## src/rtl/mfcc_pkg.sv

```systemverilog
// Shared constants and types for the MFCC frame streamer.
package mfcc_pkg;

  localparam int         NUM_COEFFICIENTS = 12;
  localparam int         CEPS_WIDTH       = 16;
  localparam logic [7:0] HEADER_MAGIC     = 8'hA5;

  // Read-side stream state: idle, header word, coefficient words.
  typedef enum logic [1:0] {
    RD_IDLE,
    RD_HEADER,
    RD_DATA
  } rd_state_e;

endpackage

```

## src/rtl/mfcc_bank_ram.sv

```systemverilog
// Two-bank coefficient register file: one synchronous write port,
// one combinational read port.
module mfcc_bank_ram #(
  parameter int DEPTH = 12,
  parameter int WIDTH = 16,
  parameter int AW    = 4
) (
  input  logic             clk,
  input  logic             we,
  input  logic             w_bank,
  input  logic [AW-1:0]    w_addr,
  input  logic [WIDTH-1:0] w_data,
  input  logic             r_bank,
  input  logic [AW-1:0]    r_addr,
  output logic [WIDTH-1:0] r_data
);

  logic [WIDTH-1:0] mem [2][DEPTH];

  // Store a coefficient into the selected bank.
  // NOTE: storage has no reset; validity lives in the top's masks and bank flags,
  // so contents are never read before being written.
  // NOTE: sequential state uses non-blocking assignments so every register samples
  // pre-edge values regardless of block evaluation order.
  always_ff @(posedge clk) begin
    if (we) mem[w_bank][w_addr] <= w_data;
  end

  assign r_data = mem[r_bank][r_addr];

endmodule

```

## src/rtl/mfcc_frame_streamer.sv

```systemverilog
// Collects DCT coefficients into a ping-pong buffer and streams each
// complete frame out as an optional header word followed by coeff 0..N-1.
module mfcc_frame_streamer
  import mfcc_pkg::*;
#(
  parameter int NUM_COEFFICIENTS = mfcc_pkg::NUM_COEFFICIENTS,
  parameter int CEPS_WIDTH       = mfcc_pkg::CEPS_WIDTH,
  parameter bit HEADER_EN        = 1'b1,
  parameter int CNT_WIDTH        = 16
) (
  input  logic                                clk,
  input  logic                                rst_n,
  input  logic                                dct_valid_i,
  input  logic [$clog2(NUM_COEFFICIENTS)-1:0] ceps_ptr_i,
  input  logic [CEPS_WIDTH-1:0]               ceps_i,
  input  logic                                dct_done_i,
  output logic                                m_valid_o,
  input  logic                                m_ready_i,
  output logic [CEPS_WIDTH-1:0]               m_data_o,
  output logic                                m_first_o,
  output logic                                m_last_o,
  output logic [CNT_WIDTH-1:0]                frame_count_o,
  output logic [CNT_WIDTH-1:0]                drop_count_o,
  output logic                                incomplete_o
);

  localparam int                PTR_W    = $clog2(NUM_COEFFICIENTS);
  localparam logic [PTR_W-1:0]  LAST_IDX = PTR_W'(NUM_COEFFICIENTS - 1);

  typedef logic [NUM_COEFFICIENTS-1:0] mask_t;

  mask_t            mask_q, mask_next;
  logic             wr_bank_q, rd_bank_q;
  logic [1:0]       bank_full_q;
  logic [7:0]       seq_q;
  logic [7:0]       bank_seq_q [2];
  logic [PTR_W-1:0] idx_q;
  rd_state_e        state_q, state_d, first_state;

  logic                  ptr_ok, wr_en, wb_busy;
  logic                  done_commit, done_drop, done_incomplete;
  logic                  hs, last_hs;
  logic [CEPS_WIDTH-1:0] rd_data;

  // Write bank is only writable while it is not holding a committed frame.
  assign ptr_ok          = 32'(ceps_ptr_i) < NUM_COEFFICIENTS;
  assign wb_busy         = bank_full_q[wr_bank_q];
  assign wr_en           = dct_valid_i & ptr_ok & ~wb_busy;
  assign mask_next       = mask_q | (wr_en ? (mask_t'(1) << ceps_ptr_i) : '0);
  assign done_commit     = dct_done_i & ~wb_busy & (&mask_next);
  assign done_drop       = dct_done_i & ~done_commit;
  assign done_incomplete = dct_done_i & ~wb_busy & ~(&mask_next);

  assign first_state = HEADER_EN ? RD_HEADER : RD_DATA;
  assign hs          = m_valid_o & m_ready_i;
  assign last_hs     = hs & (state_q == RD_DATA) & (idx_q == LAST_IDX);

  mfcc_bank_ram #(
    .DEPTH(NUM_COEFFICIENTS),
    .WIDTH(CEPS_WIDTH),
    .AW   (PTR_W)
  ) u_ram (
    .clk   (clk),
    .we    (wr_en),
    .w_bank(wr_bank_q),
    .w_addr(ceps_ptr_i),
    .w_data(ceps_i),
    .r_bank(rd_bank_q),
    .r_addr(idx_q),
    .r_data(rd_data)
  );

  // Read FSM state register.
  always_ff @(posedge clk or negedge rst_n) begin
    if (!rst_n) state_q <= RD_IDLE;
    else        state_q <= state_d;
  end

  // Read FSM next state: start on a committed frame, chain frames with no bubble.
  // NOTE: every combinational output gets a default first so no latch is inferred.
  always_comb begin
    state_d = state_q;
    unique case (state_q)
      RD_IDLE: begin
        if (bank_full_q[rd_bank_q] || (done_commit && (wr_bank_q == rd_bank_q)))
          state_d = first_state;
      end
      RD_HEADER: begin
        if (hs) state_d = RD_DATA;
      end
      RD_DATA: begin
        if (last_hs) begin
          if (bank_full_q[~rd_bank_q] || (done_commit && (wr_bank_q != rd_bank_q)))
            state_d = first_state;
          else
            state_d = RD_IDLE;
        end
      end
      default: state_d = RD_IDLE;
    endcase
  end

  // Stream outputs decoded from state, read index and the read bank.
  always_comb begin
    m_valid_o = 1'b0;
    m_data_o  = '0;
    m_first_o = 1'b0;
    m_last_o  = 1'b0;
    unique case (state_q)
      RD_HEADER: begin
        m_valid_o = 1'b1;
        m_data_o  = CEPS_WIDTH'({HEADER_MAGIC, bank_seq_q[rd_bank_q]});
        m_first_o = 1'b1;
      end
      RD_DATA: begin
        m_valid_o = 1'b1;
        m_data_o  = rd_data;
        m_first_o = !HEADER_EN && (idx_q == '0);
        m_last_o  = (idx_q == LAST_IDX);
      end
      default: ;
    endcase
  end

  // Bank bookkeeping, write mask, sequence tags, read index and counters.
  always_ff @(posedge clk or negedge rst_n) begin
    if (!rst_n) begin
      mask_q        <= '0;
      wr_bank_q     <= 1'b0;
      rd_bank_q     <= 1'b0;
      bank_full_q   <= '0;
      seq_q         <= '0;
      bank_seq_q[0] <= '0;
      bank_seq_q[1] <= '0;
      idx_q         <= '0;
      frame_count_o <= '0;
      drop_count_o  <= '0;
      incomplete_o  <= 1'b0;
    end else begin
      mask_q <= dct_done_i ? '0 : mask_next;

      if (done_commit) begin
        bank_full_q[wr_bank_q] <= 1'b1;
        bank_seq_q[wr_bank_q]  <= seq_q;
        seq_q                  <= seq_q + 8'd1;
        wr_bank_q              <= ~wr_bank_q;
      end

      if (hs && (state_q == RD_DATA))
        idx_q <= last_hs ? '0 : idx_q + PTR_W'(1);

      if (last_hs) begin
        bank_full_q[rd_bank_q] <= 1'b0;
        rd_bank_q              <= ~rd_bank_q;
        frame_count_o          <= frame_count_o + CNT_WIDTH'(1);
      end

      if (done_drop && (drop_count_o != '1))
        drop_count_o <= drop_count_o + CNT_WIDTH'(1);

      if (done_incomplete) incomplete_o <= 1'b1;
    end
  end

endmodule

```

## config.mk

```make
export PLATFORM = sky130hd
export DESIGN_NAME = mfcc_frame_streamer
export DESIGN_NICKNAME = d
export VERILOG_FILES = /design/src/rtl/mfcc_pkg.sv /design/src/rtl/mfcc_bank_ram.sv /design/src/rtl/mfcc_frame_streamer.sv
export SDC_FILE = /design/constraint.sdc
export NUM_CORES = 1
export LEC_CHECK = 0
export CORE_ASPECT_RATIO = 1.2
export CORE_MARGIN = 2
export CORE_UTILIZATION = 65
export CTS_CLUSTER_DIAMETER = 60
export DETAILED_ROUTE_END_ITERATION = 8
export HOLD_SLACK_MARGIN = 0.02
export PLACE_DENSITY_LB_ADDON = 0.05
export SYNTH_ARGS = -nofsm -noshare
export SYNTH_HDL_FRONTEND = slang
export SYNTH_SLANG_ARGS = --single-unit
```

## constraint.sdc

```tcl
create_clock -name clk -period 6.72 [get_ports clk]
set_clock_uncertainty 0.1 [all_clocks]
set_input_delay 1.344 -clock clk [delete_from_list [all_inputs] [get_ports clk]]
set_output_delay 1.344 -clock clk [all_outputs]
set_load 0.05 [all_outputs]
```

# Yosys cells after proc, flatten, opt, wreduce, memory -nomap -nowiden
# Memory sizes are Yosys's and may differ from the RTL's.
# Cells that the tools add are included.
dict set report op_classes {
  multipliers 0
  muxes 37
  magnitude_cmp 12
  addsub 4
  eq_ne 9
  n_bitwise 22
  div 0
  n_reduce_logical 14
  shifts 1
}
# op count
set op_table {}
lappend op_table {{two-way mux 192 bit} 1}
lappend op_table {{binary-select mux 16 bit (select 4 bit)} 1}
lappend op_table {{demux 16 bit (select 4 bit)} 1}
lappend op_table {{two-way mux 16 bit} 3}
lappend op_table {{adder 16 x 1 -> 16 bit (second input constant)} 2}
lappend op_table {{two-way mux 8 bit} 4}
lappend op_table {{case mux 16 bit (2 select lines)} 1}
lappend op_table {{two-way mux 12 bit} 2}
lappend op_table {{bitwise mux 16 bit} 1}
lappend op_table {{inequality test 16 bit (second input constant)} 1}
lappend op_table {{two-way mux 1 bit} 13}
lappend op_table {{OR 12 bit} 1}
lappend op_table {{AND reduction 12 bit} 1}
lappend op_table {{<< shifter 1 x 4 -> 12 bit (first input constant)} 1}
lappend op_table {{>= comparator 5 bit (second input constant)} 2}
lappend op_table {{two-way mux 2 bit} 5}
lappend op_table {{inverter 4 -> 5 bit} 2}
lappend op_table {{AND 1 bit} 9}
lappend op_table {{adder 8 x 1 -> 8 bit (second input constant)} 1}
lappend op_table {{demux 8 bit (select 1 bit)} 1}
lappend op_table {{logical AND 1 bit} 8}
lappend op_table {{less-than comparator 1 x 2 -> 1 bit (second input constant)} 3}
lappend op_table {{inequality test 2 bit (second input constant)} 3}
lappend op_table {{case mux 2 bit (3 select lines)} 1}
lappend op_table {{22 further kinds} 31}
dict set report totals {
  n_memories 1
  output_inout_bits 52
  romBits 0
  latchBits 0
  regBits 79
  input_bits 25
  ramBits 384
}
# memory depth word_bits rd rd_ports_with_merged_regs write_ports line
set memory_table {}
lappend memory_table {u_ram.mem 2 192 1 0 1 mfcc_bank_ram.sv:18} ;# logic [WIDTH-1:0] mem [2][DEPTH];

# Depth between registers and ports, before layout
# Gate-level depths: netlist of the first run.
dict set report depth {
  depth_word 13
  mapped_depth 10
  ltp_nobuf 8
}

# By module
# Synthesis of the first run repeated with hierarchy kept, for this count alone.
dict set report unflattened {
  cells_unflattened 1237
  area_unflattened_um2 19359.8
}
# module cells_each instances area_each_um2 seq_area_each_um2
set modules_own_cells {}
lappend modules_own_cells {mfcc_bank_ram 785 1 15028.2 11531.1}
lappend modules_own_cells {mfcc_frame_streamer 452 1 4331.7 1976.9}

# Least setup slack after synthesis of the first run
# Ideal clock, no wire load.
dict set report synth_timing {
  path_type {register to output}
  from {register idx_q[0]}
  to {output port m_data_o[10]}
  required_time_ns 5.276
  slack_ns 2.490
  stages_incl_launch_ff 8
  t_arrival_ns 2.786
  cell_sequence {dfrtp_1 clkbuf_1 clkbuf_1 clkbuf_1 mux4_2 mux2_2 a22oi_1 o21ai_0}
}
dict set report synth_between {
  elab_chain_len 5
}
# element line
set synth_rtl {}
lappend synth_rtl {{start, declared} mfcc_frame_streamer.sv:37} ;# logic [PTR_W-1:0] idx_q;
lappend synth_rtl {{start signal, assigned} mfcc_frame_streamer.sv:150} ;# idx_q <= last_hs ? '0 : idx_q + PTR_W'(1);
lappend synth_rtl {{inverter 4 -> 5 bit (not written as such)} mfcc_bank_ram.sv:29} ;# assign r_data = mem[r_bank][r_addr];
lappend synth_rtl {{binary-select mux 16 bit (select 4 bit)} mfcc_bank_ram.sv:29}
lappend synth_rtl {{two-way mux 16 bit (not written as such) (2 in a row)} mfcc_bank_ram.sv:29}
lappend synth_rtl {{case mux 16 bit (2 select lines)} mfcc_frame_streamer.sv:109} ;# unique case (state_q)
lappend synth_rtl {{end, declared} mfcc_frame_streamer.sv:19} ;# output logic [CEPS_WIDTH-1:0] m_data_o,
# No other way between the ends. The select of a mux whose other input is x is not followed.

# Final worst setup path of the first run
dict set report layout_timing {
  from {register rd_bank_q}
  to {output port m_data_o[3]}
}
dict set report layout_between {
  elab_chain_len 5
}
# element line
set layout_rtl {}
lappend layout_rtl {{start, declared} mfcc_frame_streamer.sv:33} ;# logic wr_bank_q, rd_bank_q;
lappend layout_rtl {{start signal, assigned} mfcc_frame_streamer.sv:154} ;# rd_bank_q <= ~rd_bank_q;
lappend layout_rtl {{memory read (2 x 192 bit) or inverter 1 -> 2 bit (tied branches)} --}
lappend layout_rtl {{binary-select mux 16 bit (select 4 bit) or two-way mux 8 bit (tied branches)} {mfcc_bank_ram.sv:29, mfcc_frame_streamer.sv:112}}
lappend layout_rtl {{two-way mux 16 bit (not written as such) or two-way mux 8 bit (tied branches) (2 in a row)} {mfcc_bank_ram.sv:29, mfcc_frame_streamer.sv:112}}
lappend layout_rtl {{case mux 16 bit (2 select lines) (*)} mfcc_frame_streamer.sv:109}
# Every way passes the cells marked *; elsewhere a longest branch is shown, timed or not. The select of a mux whose other input is x is not followed.

==> results.cfg, run 1 <==
[power_and_ir_drop]
powerDensity_nw_per_um2 = 363
irDropWorstVdd_mv = 0.295
totalPowerFinal_uw = 7750
leakage_uw = 0.00722

[min_path]
hold_path_class = flop to flop
min_delay_path_depth = 1
min_from = incomplete_o
hold_end = incomplete_o

[routing]
firstDrtPassIters = 5
drt_iter0_drc = 992
vias_per_cell = 6.46
ant_nets = 0
wl_per_cell_um = 27.4
wirelength_mm = 40.5
vias = 9539
drcViolationCount = 0

[critical_path]
worstSetupStartpoint = rd_bank_q
crit_path_end_kind = primary output
rr_worst_depth = 7
crit_required_ps = 5280
rrSetupSlack_ps = 3520
path_class = flop to primary output
regToRegEndpoint = frame_count_o[11]
crit_top_cell = mux4_2
cp.arrival_ps = 4180
r2r_start = idx_q[0]
crit_path_max_fanout = 28
critPathMaxStageDelay_ps = 820
crit_chain = buf_4 -> mux4_2 -> mux4_2 -> a22oi_1 -> o22ai_1 -> clkdlybuf4s50_1
cpMaxStageDelayCell = dfrtp_4
critPathLaunchType = flop

[synthesis]
yosysUniqueCellTypes = 54
ys_async_sr_fraction = 0.171
ys_seq_area_frac = 0.728
synth_seq_cells = 463
synth_area_um2 = 18500
syn_nets = 987
syn_avg_cell_area_um2 = 19.4
syn_inst = 954
synth_warnings = 0
synth_edf_count = 384
ys.flop_type = edfxtp_1

[global_routing]
grt_pass1_wl_mm = 60.9
grt_overflow = 0
top_usage_layer = met2
met1_usage = 0.401
grt_pass1_vias = 9729
track_usage = 0.286
grt_start_max_net_pins = 80
grtUsageMet3 = 0.0472
grt_use_met2 = 0.472
antenna_found_initial = 1

[final_layout]
drive_gt1_frac = 0.253
mostFrequentLayoutCell = edfxtp_1
final_cell_mix = edfxtp_1, mux4_2, dfrtp_1
nNetsFinal = 1096
synthToLayoutAreaGrowth_pct = 15.1
design_area_um2 = 21300
final_util = 0.762

[floorplanning]
dieArea_um2 = 29900
die_h_um = 189
ioPinCount = 77
die_width_um = 158
start_util = 0.662
core_um2 = 28000
rows = 67

[sta]
drv_slew = 0
relSlewSlack = 0.202
tightestPinTransition_ps = 1200
tns_ps = 0
period_share = 0.837
fmax_mhz = 178
hold_viol = 0
rsz0062_at_grt = false
setup_viol = 0
min_period_ps = 5630

[clock_tree]
htree_num_levels = 2
numCtsBuffers = 44
postCtsHoldBufs = 0
postCtsSetupBuffers = 0
path_clk_slew_ps = 60
ctsResizeCount = 0
clock_sink_count = 463
clock_latency_ps = 550
cts_tree = done
root_buffer = clkbuf_16
cts_buffer_depth = 3

[placed_design]
hpwlAfterDp_mm = 22.8
place_area_um2 = 19900
port-buffer-count = 76
gp_congestion = 0.796

[job]
max-cap-violations = 0

[status]
status = finished, final reports clean
==> kinds of logic (layout without fill, tap and decap cells) <==
group,Yosys count,after routing,synth area share
buffers and inverters,62,205,0.0136
multiplexers,160,160,0.165
AO/OA/AOI/OAI,63,63,0.0238
flip-flops,463,463,0.728
AND/OR/NAND/NOR,160,160,0.0459
adder cells (fa/ha/maj),8,8,0.00540
XOR/XNOR,38,38,0.0179
other,0,1,0
==> synthesized netlist by cell type, types with 2 or more instances <==
library cell	n	area (um^2)
a21oi_1	13	65.1
a22oi_1	18	135
a31oi_1	3	18.8
and2_1	5	31.3
and3_1	19	119
and3b_1	2	17.5
and4_1	3	26.3
buf_1	4	15.0
buf_2	10	50.1
clkbuf_1	33	124
dfrtp_1	79	1980
edfxtp_1	384	11500
ha_1	8	100
inv_1	13	48.8
mux2_2	36	405
mux2_4	2	30.0
mux2i_1	10	100
mux4_2	112	2520
nand2_1	42	158
nand2b_1	2	12.5
nand3_1	11	55.1
nand3b_1	2	15.0
nand4_1	22	138
nor2_1	31	116
nor2b_1	6	37.5
nor3_1	4	20.0
nor3b_1	2	15.0
o21ai_0	8	40.0
o221ai_1	2	17.5
o22ai_1	8	50.1
xnor2_1	29	254
xor2_1	9	78.8
==> per-layer routing <==
| layer | wire [um] | part of all wire |
|---|---|---|
| met2 | 20700 | 0.51 |
| met3 | 3130 | 0.077 |
| met4 | 1110 | 0.027 |
| met1 | 15600 | 0.38 |
| met5 | 0 | 0 |
==> registers in the layout, summed over array words and instances (netlist names) <==
name           cells
bank_full_q        2
bank_seq_q        16
drop_count_o      16
frame_count_o     16
idx_q              4
incomplete_o       1
mask_q            12
rd_bank_q          1
seq_q              8
state_q            2
u_ram.mem        384
wr_bank_q          1
==> how the worst max path moves through the flow <==
stage / endpoint / slack, ps
finish: m_data_o[3] / 1090
detailed placement: m_data_o[3] / 1660
global placement: m_data_o[3] / 1690
global route: m_data_o[3] / 900
CTS: m_data_o[3] / 1040
floorplan: m_data_o[10] / 2490
==> power breakdown <==
part	internal [uW]	switching, uW	total (uW)
registers	3170	231	3400
logic	939	966	1900
clock network	1400	1040	2440
==> through the flow <==
| step | worst slack (ps) | hold WS, ps | cells |
|---|---|---|---|
| after floorplan | 2490 | 358 | 954 |
| after global placement | 1690 | 352 | 1396 |
| after detailed placement | 1660 | 366 | 1396 |
| after CTS | 1040 | 379 | 1476 |
| after global routing | 904 | 395 | 1476 |
| final | 1090 | 373 | 1477 |
==> layout make-up <==
class	instances	area (um^2)
diodes	1	2.50
clock buffers	51	1130
clock inverters	29	307
fillers	1584	6660
inverters	14	52.6
multi-input cells	429	4820
flip-flops and latches	463	13500
well taps	379	474
repair buffers	111	1030
==> worst max-delay path: cells and delay by family, from the launching register on <==
| kind | cells | cell delay [ps] |
|---|---|---|
| buffers and inverters | 2 | 1140 |
| muxes | 2 | 1060 |
| DFF | 1 | 820 |
| AOI/OAI and AO/OA | 2 | 590 |
No activity file was read; power rests on OpenSTA's default activity.
==> run 2, diff against run 1 <==
--- a/config.mk
+++ b/config.mk
@@ -7,7 +7,7 @@
 export LEC_CHECK = 0
 export CORE_ASPECT_RATIO = 1.2
 export CORE_MARGIN = 2
-export CORE_UTILIZATION = 65
+export CORE_UTILIZATION = 55
 export CTS_CLUSTER_DIAMETER = 60
 export DETAILED_ROUTE_END_ITERATION = 8
 export HOLD_SLACK_MARGIN = 0.02
==> constraint.sdc (replaced) <==
create_clock -name clk -period 5 [get_ports clk]
set_clock_uncertainty 0.1 [all_clocks]
set_input_delay 1 -clock clk [delete_from_list [all_inputs] [get_ports clk]]
set_output_delay 1 -clock clk [all_outputs]
set_load 0.05 [all_outputs]
==> run 2 against run 1 <==
Effect of this change: combinational power up 44%; count of clock-buffer cells in the layout up 17; sequential cell count unchanged; global-route usage down 4.3 points; highest routed layer is now met5; via count down 0.58%; largest cell class unchanged; final area up 0.99%; clock power up 35%.
==> results.cfg, run 2 (same netlist as run 1, synthesis figures left out) <==
[routing]
firstDrtPassIters = 5
drt_iter0_drc = 987
ant_nets = 0
wirelength_mm = 40.9
vias_per_cell = 6.08
vias = 9484
drcViolationCount = 0
wl_per_cell_um = 26.2

[min_path]
min_from = incomplete_o
min_delay_path_depth = 1
hold_path_class = flop to flop

[clock_tree]
root_buffer = clkbuf_16
cts_tree = done
htree_num_levels = 2
numCtsBuffers = 47
cts_buffer_depth = 3
clock_latency_ps = 570
path_clk_slew_ps = 60
clock_sink_count = 463
postCtsSetupBuffers = 0

[floorplanning]
dieArea_um2 = 35200
ioPinCount = 77
rows = 73
die_h_um = 205
die_width_um = 172
start_util = 0.559
core_um2 = 33200

[sta]
fmax_mhz = 207
drv_slew = 0
setup_viol = 0
rsz0062_at_grt = false
tns_ps = 0
tightestPinTransition_ps = 1160
min_period_ps = 4820
hold_ws_ps = 372
period_share = 0.965
relSlewSlack = 0.223
hold_viol = 0

[global_routing]
grt_pass1_wl_mm = 60.7
grt_start_max_net_pins = 80
grt_pass1_vias = 9534
grt_overflow = 0
antenna_found_initial = 1
track_usage = 0.243

[final_layout]
n_fill_cell = 2227
largest_register_ffs = 384
diodes = 0
drive_gt1_frac = 0.252
mostFrequentLayoutCell = edfxtp_1
top_register = u_ram.mem
final_cell_mix = edfxtp_1, mux4_2, dfrtp_1
nNetsFinal = 1106
synthToLayoutAreaGrowth_pct = 16.2

[job]
max-cap-violations = 0

[power_and_ir_drop]
leakage_uw = 0.00740
powerDensity_nw_per_um2 = 487
irDropWorstVdd_mv = 0.375

[placed_design]
hpwlAfterDp_mm = 23.3
port-buffer-count = 76
gp_congestion = 0.778

[critical_path]
crit_path_end_kind = primary output
critPathLaunchType = flop
crit_path_max_fanout = 28
path_class = flop to primary output
r2r_start = wr_bank_q
crit_required_ps = 3900
worstSetupStartpoint = rd_bank_q
cp.arrival_ps = 3720
rr_worst_depth = 7

[status]
status = finished, final reports clean
==> run 2: cell types whose count changed in the layout (fill, tap and decap cells not counted), sizes merged <==
| cell | change |
|---|---|
| clkinv | -10 |
| clkbuf | +17 |
| bufinv | -3 |
| buf | +7 |
| inv | +4 |
| dlymetal6s2s | +7 |
| clkinvlp | -3 |
| diode | -1 |
| clkdlybuf4s50 | -7 |
==> run 2: power by group <==
part | switching [uW] | internal [uW] | total [uW] | leakage [uW]
Combinational | 1400 | 1330 | 2730 | 0.00219
Clock | 1410 | 1880 | 3290 | 0.000693
Sequential | 212 | 4260 | 4480 | 0.00452
Total | 3020 | 7470 | 10500 | 0.00740
==> run 2: area by class of cell <==
cell class / count / area (um^2) / share of cell area
Timing Repair Buffer: 118 / 1170 / 0.0541
Tap cell: 450 / 563 / 0.0261
Inverter: 14 / 52.6 / 0.00244
Multi-Input combinational cell: 429 / 4820 / 0.224
Clock inverter: 17 / 156 / 0.00726
Sequential cell: 463 / 13500 / 0.627
Clock buffer: 68 / 1270 / 0.0592
==> run 2: per-layer routing <==
layer / GRT usage / vias up / part of all wire
met5: 0 / - / 0.00039
met2: 0.400 / 326 / 0.50
met1: 0.341 / 4992 / 0.41
met3: 0.0419 / 72 / 0.064
li1: - / 4092 / -
met4: 0.0648 / 2 / 0.025
==> run 2: worst paths after layout <==
path	to	slack [ps]
max	m_data_o[13]	180
min	incomplete_o	370
max reg2reg	bank_seq_q[6]	1370
min reg2reg	incomplete_o	370
max in group asynchronous	idx_q[0]	3500
min in group asynchronous	frame_count_o[13]	510
==> run 2: through the flow <==
step | area [um^2] | utilization | total power [uW] | cells | setup WS, ps
2_1_floorplan | 18500 | - | 6400 | 954 | 1110
3_3_place_gp | 20100 | 0.606 | 7290 | 1474 | 674
3_5_place_dp | 20100 | 0.606 | 7300 | 1474 | 665
4_1_cts | 21500 | 0.649 | 10600 | 1559 | 34.4
5_1_grt | 21500 | 0.650 | 10900 | 1559 | 24.6
6_report | 21500 | 0.650 | 10500 | 1559 | 177
==> run 2: critical path: stages (launching register included) <==
cell and delay [ps]:
dfrtp_4 660, buf_12 310, mux4_2 530, mux4_2 490, a22oi_1 280, o21ai_0 130, clkdlybuf4s50_1 740
==> run 2: timing repair <==
item | 4_1_cts | 5_1_grt
hold buffers | 0 | 0
resized for setup | 0 | 7
endpoints found under the setup margin | 0 | 7
==> run 3, diff against run 2 <==
--- a/config.mk
+++ b/config.mk
@@ -5,6 +5,7 @@
 export SDC_FILE = /design/constraint.sdc
 export NUM_CORES = 1
 export LEC_CHECK = 0
+export CAP_MARGIN = 20
 export CORE_ASPECT_RATIO = 1.2
 export CORE_MARGIN = 2
 export CORE_UTILIZATION = 55
@@ -12,6 +13,7 @@
 export DETAILED_ROUTE_END_ITERATION = 8
 export HOLD_SLACK_MARGIN = 0.02
 export PLACE_DENSITY_LB_ADDON = 0.05
+export REMOVE_ABC_BUFFERS = 1
 export SYNTH_ARGS = -nofsm -noshare
 export SYNTH_HDL_FRONTEND = slang
 export SYNTH_SLANG_ARGS = --single-unit
==> run 3 against run 2 <==
Effect of this change: sequential share of layout area rose by 0.15 points; via count decreased by 1.9%; utilization down 0.15 points; routed wire length fell by 3.9%; sequential cell count did not move; die area unchanged; first-iteration DRC count down 29%; sequential power about the same; fmax rose by 0.22%; critical path depth is the same; clock power about the same; critical path type unchanged.
==> results.cfg, run 3 (same netlist as run 1, synthesis figures left out) <==
[status]
status = finished, final reports clean

[power_and_ir_drop]
irDropWorstVdd_mv = 0.300
leakage_uw = 0.00730
totalPowerFinal_uw = 10500
p_switching_uw = 3010
netSwitchingFraction = 0.287
seq_power_share = 0.430
power_frac_comb = 0.254
powerDensity_nw_per_um2 = 488
power.internal_uw = 7480
p_clk_frac = 0.317

[floorplanning]
start_util = 0.559
die_h_um = 205
dieArea_um2 = 35200
core_um2 = 33200
rows = 73
die_width_um = 172
ioPinCount = 77

[final_layout]
nNetsFinal = 1106
top_register = u_ram.mem
final_util = 0.648
synthToLayoutAreaGrowth_pct = 15.9
mostFrequentLayoutCell = edfxtp_1
diodes = 0
drive_gt1_frac = 0.259
final_cell_mix = edfxtp_1, mux4_2, dfrtp_1
largest_register_ffs = 384

[sta]
fmax_mhz = 208
drv_slew = 0
tightestPinTransition_ps = 991
rsz0062_at_grt = false
period_share = 0.962
relSlewSlack = 0.339
setup_viol = 0
hold_viol = 0
min_period_ps = 4810

[clock_tree]
htree_num_levels = 2
clock_latency_ps = 550
path_clk_slew_ps = 60
numCtsBuffers = 46
postCtsSetupBuffers = 0
root_buffer = clkbuf_16
cts_buffer_depth = 3
cts_tree = done
clock_sink_count = 463

[critical_path]
path_class = flop to primary output
cp.arrival_ps = 3710
crit_path_end_kind = primary output
crit_required_ps = 3900
rr_worst_depth = 8
crit_path_max_fanout = 17
critPathLaunchType = flop

[routing]
drcViolationCount = 0
wirelength_mm = 39.3
vias_per_cell = 5.96
firstDrtPassIters = 5
drt_iter0_drc = 697
ant_nets = 0
wl_per_cell_um = 25.2
vias = 9307

[min_path]
hold_path_class = input pin to async pin

[global_routing]
grt_overflow = 0
antenna_found_initial = 0
grt_start_max_net_pins = 49
grt_pass1_vias = 9375
track_usage = 0.231
grt_pass1_wl_mm = 58.6

[job]
max-cap-violations = 0

[placed_design]
gp_congestion = 0.782
hpwlAfterDp_mm = 23.6
port-buffer-count = 76
run 3: cell count changes in the layout (fill, tap and decap cells not counted), sizes merged:
| cell | change |
|---|---|
| inv | -4 |
| dlymetal6s2s | -6 |
| buf | +6 |
| clkinv | +4 |
| clkdlybuf4s50 | +1 |
| clkbuf | +1 |
run 3: final timing paths:
| path | startpoint | endpoint | slack, ps |
|---|---|---|---|
| max in group asynchronous | rst_n | mask_q[6] | 3510 |
| min | rst_n | frame_count_o[4] | 330 |
| max reg2reg | wr_bank_q | drop_count_o[12] | 1850 |
| min reg2reg | incomplete_o | incomplete_o | 360 |
| min in group clk | incomplete_o | incomplete_o | 360 |
| max | rd_bank_q | m_data_o[0] | 190 |
run 3: layer usage:
layer  global-route usage  vias to the layer above  share of wire
met3               0.0355                       59          0.051
met2                0.384                      255           0.50
met5                    0                        -              0
met1                0.324                     4903           0.43
li1                     -                     4090              -
met4               0.0563                        0          0.018
run 3: layout make-up:
| type | instances | area (um^2) |
|---|---|---|
| inverters | 14 | 52.6 |
| flip-flops and latches | 463 | 13500 |
| clock inverters | 17 | 140 |
| fillers | 2300 | 11700 |
| repair buffers | 119 | 1100 |
| clock buffers | 69 | 1310 |
| multi-input cells | 429 | 4820 |
| well taps | 450 | 563 |
run 3: power groups by stage:
stage                     clock (uW)  combinational [uW]  sequential (uW)
final                           3320                2660             4500
after global routing            3530                2840             4530
after CTS                       3370                2690             4520
after detailed placement           0                2690             4590
after global placement             0                2670             4590
after floorplan                    0                1700             4820
run 3: timing repair:
action                                  CTS  global route
endpoints found under the hold margin     0             0
gates resized for setup                   0             1
endpoints found under the setup margin    0             1
hold buffers                              0             0
run 3: metrics by stage:
step / instance area (um^2) / hold WS [ps] / instances / TNS, ps / setup WS [ps]
after global placement: 20000 / 352 / 1475 / 0 / 724
after CTS: 21500 / 334 / 1561 / 0 / 86.5
after detailed placement: 20000 / 355 / 1475 / 0 / 684
final: 21500 / 330 / 1561 / 0 / 188
after floorplan: 18300 / 358 / 906 / -31870 / -2220
after global routing: 21500 / 359 / 1561 / 0 / 26.3
run 3: worst max-delay path, stage by stage (launching register included):
cell and delay [ps]:
dfrtp_4 670, buf_12 230, mux4_2 500, mux4_2 540
a22oi_1 350, o22ai_1 130, clkdlybuf4s50_1 730
